--- config.mk ---
export PLATFORM = sky130hd
export DESIGN_NAME = bias_add_sequencer
export DESIGN_NICKNAME = d
export VERILOG_FILES = /design/src/rtl/bias_add_sequencer.sv
export SDC_FILE = /design/constraint.sdc
export NUM_CORES = 1
export LEC_CHECK = 0
export CORE_AREA = 2 2 341 343
export CTS_BUF_LIST = sky130_fd_sc_hd__clkbuf_16
export DETAILED_ROUTE_END_ITERATION = 7
export DIE_AREA = 0 0 343 345
export HOLD_SLACK_MARGIN = 0.12
export MAX_ROUTING_LAYER = met4
export PLACE_DENSITY_LB_ADDON = 0.08
export SLEW_MARGIN = 10
export SYNTH_ARGS = -nofsm -noshare
export SYNTH_HDL_FRONTEND = slang
export SYNTH_SLANG_ARGS = --single-unit
--- constraint.sdc ---
create_clock -name clk -period 19.08 [get_ports clk]
set_clock_uncertainty 0.1 [all_clocks]
set_input_delay 3.816 -clock clk [delete_from_list [all_inputs] [get_ports clk]]
set_output_delay 3.816 -clock clk [all_outputs]
set_load 0.005 [all_outputs]
--- src/rtl/bias_add_sequencer.sv ---
// bias_add_sequencer
// Adds a per-group bias vector to each adder-tree result, saturates every lane
// to DW bits and optionally rectifies it. One tile covers NUM_GROUPS results;
// the group counter addresses the bias bank and advances once per accepted
// result.
//
// Ports
//   clk, rst            clock (rising edge), asynchronous active-high reset
//   start               begin a tile (honoured only while idle)
//   acc_in/acc_valid    adder-tree lanes in, acc_ready = accepted this cycle
//   bias_sel/bias_in    bias bank group select, bias lanes for that group
//   out_data/out_valid  registered result, out_ready = downstream consumes
//   busy                tile in progress (RUN or DRAIN)
//   done                one-cycle pulse once the last result is consumed
module bias_add_sequencer #(
  parameter int unsigned N_adder_tree = 16,
  parameter int unsigned DW           = 18,
  parameter int unsigned NUM_GROUPS   = 64,
  parameter int unsigned RELU_EN      = 1
) (
  input  logic                                  clk,
  input  logic                                  rst,
  input  logic                                  start,
  input  logic [N_adder_tree*DW-1:0]            acc_in,
  input  logic                                  acc_valid,
  output logic                                  acc_ready,
  output logic [$clog2(NUM_GROUPS)-1:0]         bias_sel,
  input  logic [N_adder_tree*DW-1:0]            bias_in,
  output logic [N_adder_tree*DW-1:0]            out_data,
  output logic                                  out_valid,
  input  logic                                  out_ready,
  output logic                                  busy,
  output logic                                  done
);

  localparam int unsigned GW = $clog2(NUM_GROUPS);
  localparam int unsigned VW = N_adder_tree * DW;

  typedef enum logic [1:0] {
    IDLE  = 2'd0,
    RUN   = 2'd1,
    DRAIN = 2'd2
  } state_t;

  state_t          state, state_nxt;
  logic [GW-1:0]   grp, grp_nxt;
  logic            done_nxt;
  logic            xfer;
  logic            last_grp;
  logic [VW-1:0]   result_c;

  // Single-entry output register: accept when empty or being emptied.
  assign acc_ready = (state == RUN) && (!out_valid || out_ready);
  assign xfer      = acc_valid && acc_ready;
  assign last_grp  = (grp == GW'(NUM_GROUPS - 1));
  assign bias_sel  = grp;

  // Per-lane bias add with one guard bit, saturation and optional ReLU.
  for (genvar i = 0; i < N_adder_tree; i++) begin : g_lane
    logic [DW:0]   sum;
    logic [DW-1:0] sat;
    logic [DW-1:0] res;

    assign sum = {acc_in[DW*i+DW-1], acc_in[DW*i +: DW]}
               + {bias_in[DW*i+DW-1], bias_in[DW*i +: DW]};

    always_comb begin
      sat = sum[DW-1:0];
      // Guard bit disagreeing with the sign bit means the sum left the DW range.
      if (sum[DW] != sum[DW-1]) begin
        sat = sum[DW] ? {1'b1, {(DW-1){1'b0}}} : {1'b0, {(DW-1){1'b1}}};
      end
      res = sat;
      if ((RELU_EN != 0) && sat[DW-1]) begin
        res = '0;
      end
    end

    assign result_c[DW*i +: DW] = res;
  end

  // Next-state logic; the group counter moves only on a transfer.
  always_comb begin
    state_nxt = state;
    grp_nxt   = grp;
    done_nxt  = 1'b0;
    case (state)
      IDLE: begin
        if (start) begin
          state_nxt = RUN;
          grp_nxt   = '0;
        end
      end
      RUN: begin
        if (xfer) begin
          if (last_grp) begin
            grp_nxt   = '0;
            state_nxt = DRAIN;
          end else begin
            grp_nxt = grp + GW'(1);
          end
        end
      end
      DRAIN: begin
        // Finish once the final result has left (or is leaving) the register.
        if (!out_valid || out_ready) begin
          state_nxt = IDLE;
          done_nxt  = 1'b1;
        end
      end
      default: state_nxt = IDLE;
    endcase
  end

  // FSM state register.
  always_ff @(posedge clk or posedge rst) begin
    if (rst) begin
      state <= IDLE;
      grp   <= '0;
      done  <= 1'b0;
      busy  <= 1'b0;
    end else begin
      state <= state_nxt;
      grp   <= grp_nxt;
      done  <= done_nxt;
      busy  <= (state_nxt != IDLE);
    end
  end

  // Output register; a transfer overrides a simultaneous consume (no bubble).
  always_ff @(posedge clk or posedge rst) begin
    if (rst) begin
      out_data  <= '0;
      out_valid <= 1'b0;
    end else if (xfer) begin
      out_data  <= result_c;
      out_valid <= 1'b1;
    end else if (out_valid && out_ready) begin
      out_valid <= 1'b0;
    end
  end

endmodule

==> impl_metrics.json <==
{
  "crit_type": "in -> out",
  "ys_top_cells_by_area": "dfrtp_1 (28%), ha_1 (15%), o21ai_0 (5.9%)",
  "antenna_found_initial": 40,
  "path_clk_slew_ps": 50,
  "tightest_slew_ps": 994.2,
  "synthSimpleGateAreaFrac_pct": 18.23,
  "crit_buf_inv": 2,
  "synth_area_um2": 24870,
  "ys_warn_count": 0,
  "hold_depth": 2,
  "cts_hold_buf": 0,
  "drt_wl_total_um": 110400,
  "grt_max_degree": 132,
  "cp.required_ps": 15160,
  "synthAdderAreaFrac_pct": 15.83,
  "drc": 0,
  "fillCellCount": 12460,
  "cts_num_sinks": 283,
  "clk_latency_ps": 600,
  "io_pins": 879,
  "wire_per_inst_um": 20.17,
  "critPathTopFamily": "buffers and inverters",
  "synth_top_area_share_pct": 28.48,
  "ff2ff_path_depth": 7,
  "synth_commonest_cells": "nand2_1 (344), nor2_1 (333), o21ai_0 (292)",
  "powerDensity_nw_per_um2": 82.21,
  "synthCells": 3036,
  "cts_made_buffers": 43,
  "cts_max_path_buffers": 3,
  "synth_top_family_by_area": "compound AO/OA/AOI/OAI gates",
  "peakVddDrop_mv": 0.06163,
  "dp.final_hpwl_um": 89680,
  "floorplan.core_area_um2": 115100,
  "placementRows": 125,
  "gp_congestion": 0.8785,
  "finalSetupTns_ps": 0,
  "hold_violations": 0,
  "critPathSlowestCell": "clkdlybuf4s50_1",
  "dr.pass1.iters": 5,
  "crit_fanout": 3,
  "path_common_cell": "clkdlybuf4s50_1",
  "ant_nets": 0,
  "grt_pass1_wl_um": 162800,
  "worst-path-stages": 4,
  "initial_utilization_pct": 21.60,
  "synth_compound_area_share_pct": 26.54,
  "syn2layout_area_growth_pct": 47.34,
  "arrival_ps": 5310,
  "fmax_mhz": 108.3,
  "vias_per_cell": 4.619,
  "drv_slew": 0,
  "vias": 25270,
  "p_leak_nw": 15.61,
  "post-route-period-util_pct": 48.38,
  "path_cells": "clkdlybuf4s50_1, nor2b_1, nor2_1, clkdlybuf4s50_1",
  "synth_flop_cell": "dfrtp_1",
  "drive_gt1_share_pct": 3.095,
  "start_kind": "primary input",
  "ys_seq_area_share_pct": 28.48,
  "status": "completed",
  "slew_headroom_pct": 33.56,
  "cts-root-buf": "clkbuf_16",
  "async_flop_share_pct": 100.0,
  "whs_ps": 372.4,
  "synth-edff-count": 0,
  "synth_largest_area_cell": "dfrtp_1",
  "chipWidth_um": 343,
  "fp.dieArea_um2": 118300,
  "cp-end-kind": "output pin",
  "muxShareOfSynthArea_pct": 0.2516,
  "hold_class": "reg -> reg",
  "grt_pass1_vias": 25880,
  "htree_levels": 2,
  "cts_setup_buffers": 0,
  "max_stage_delay_ps": 590,
  "cts_tree": "built",
  "synthDistinctLibCells": 89,
  "nNetsFinal": 4763,
  "cap_viol_max_count": 0,
  "grt_usage_pct": 18.52,
  "yosysMostFrequentCell": "nand2_1",
  "syn_area_per_cell_um2": 8.191,
  "drtIter0Drc": 1309,
  "finalSetupViolCount": 0,
  "synth-xor-area-share_pct": 6.832,
  "overflow": 0,
  "yosys_register_bits": 283,
  "cts_resized": 0,
  "period_needed_ps": 9230,
  "portBuffers": 862,
  "die_y_um": 345,
  "rsz0062_at_grt": "false"
}
-- cells in the final DEF (no fill, tap or decap), types with 9 or more instances in the layout --
cell / Yosys / routed
o21a_1: 54 / 54
xor2_1: 42 / 42
xnor2_1: 152 / 151
and3_1: 24 / 24
clkdlybuf4s50_1: 0 / 862
nor2_1: 333 / 333
o21ai_1: 40 / 39
or3_1: 24 / 24
a221o_1: 35 / 35
a211oi_1: 32 / 32
clkbuf_16: 0 / 45
a31oi_1: 18 / 18
a21o_1: 91 / 91
nand2b_1: 36 / 36
o31ai_1: 13 / 13
o41ai_1: 9 / 9
and2_1: 9 / 9
ha_1: 289 / 289
nand4_1: 10 / 10
o2111ai_1: 11 / 11
fa_1: 16 / 16
o21bai_1: 25 / 25
nor3_1: 60 / 60
a2111oi_0: 9 / 9
buf_4: 21 / 17
diode_2: 0 / 38
a21oi_1: 232 / 232
a21boi_0: 10 / 10
clkinv_2: 0 / 9
dfrtp_1: 283 / 283
o21ai_0: 292 / 292
nor2b_1: 44 / 44
o211ai_1: 35 / 35
nand3_1: 65 / 65
nand2_1: 344 / 343
nor4_1: 17 / 17
conb_1: 1 / 16
a22oi_1: 20 / 20
inv_1: 125 / 136
-- tightest hold or removal path, stage by stage, from the launching register on --
cell	delay, ps
dfrtp_1	340
nand2_1	40
o21ai_0	60
-- per-layer routing --
| layer | global-route usage [%] | part of all wire [%] |
|---|---|---|
| met5 | - | 0 |
| met2 | 31.94 | 50 |
| met4 | 6.283 | 2.7 |
| met3 | 5.493 | 8.0 |
| met1 | 20.16 | 39 |
-- final timing paths --
kind	startpoint	end	slack [ps]
worst max-delay path	out_ready	acc_ready	9850
worst min register to register	out_data[227]	out_data[227]	370
max in group asynchronous	rst	out_data[145]	13990
worst min-delay path	out_data[227]	out_data[227]	370
min in group asynchronous	rst	out_data[255]	3640
worst max register to register	state[1]	out_data[39]	15360
-- state kept, by name, indices dropped and copies added, names as in the netlist --
name / count
state: 2
busy: 1
bias_sel: 6
out_data: 272
done: 1
out_valid: 1
-- where the power goes --
part,total [mW],switching (mW),internal [mW]
clock,0.804,0.328,0.476
sequential,0.865,0.102,0.764
combinational,1.34,0.650,0.694
total,3.01,1.08,1.93
-- final cells by class --
cell class / count / area, um2 / area share, %
Antenna cell: 38 / 95.09 / 0.2595
Clock buffer: 45 / 1126 / 3.073
Clock inverter: 32 / 236.5 / 0.6454
Inverter: 125 / 476.7 / 1.301
Multi-Input combinational cell: 2543 / 16920 / 46.18
Sequential cell: 283 / 7082 / 19.33
Tap cell: 1524 / 1907 / 5.204
Timing Repair Buffer: 881 / 8796 / 24.01
-- stage by stage --
stage	setup WS [ps]	instances	area (um2)	power [mW]	utilization, %
after detailed placement	9839	5356	35180	2.238	30.57
after global routing	9797	5471	36640	3.232	31.83
after floorplan	7357	3051	24930	1.492	-
final	9850	5471	36640	3.012	31.83
after global placement	9840	5356	35180	2.244	30.57
after CTS	9831	5433	36550	3.083	31.75
-- cell families after synthesis --
kind of cell	count (synthesis)
multiplexers	6
AO/OA/AOI/OAI	1015
XOR/XNOR	194
AND/OR/NAND/NOR	1007
other	1
adder cells (fa/ha/maj)	305
flip-flops	283
buffers and inverters	225
(Power assumes the default switching activity.)
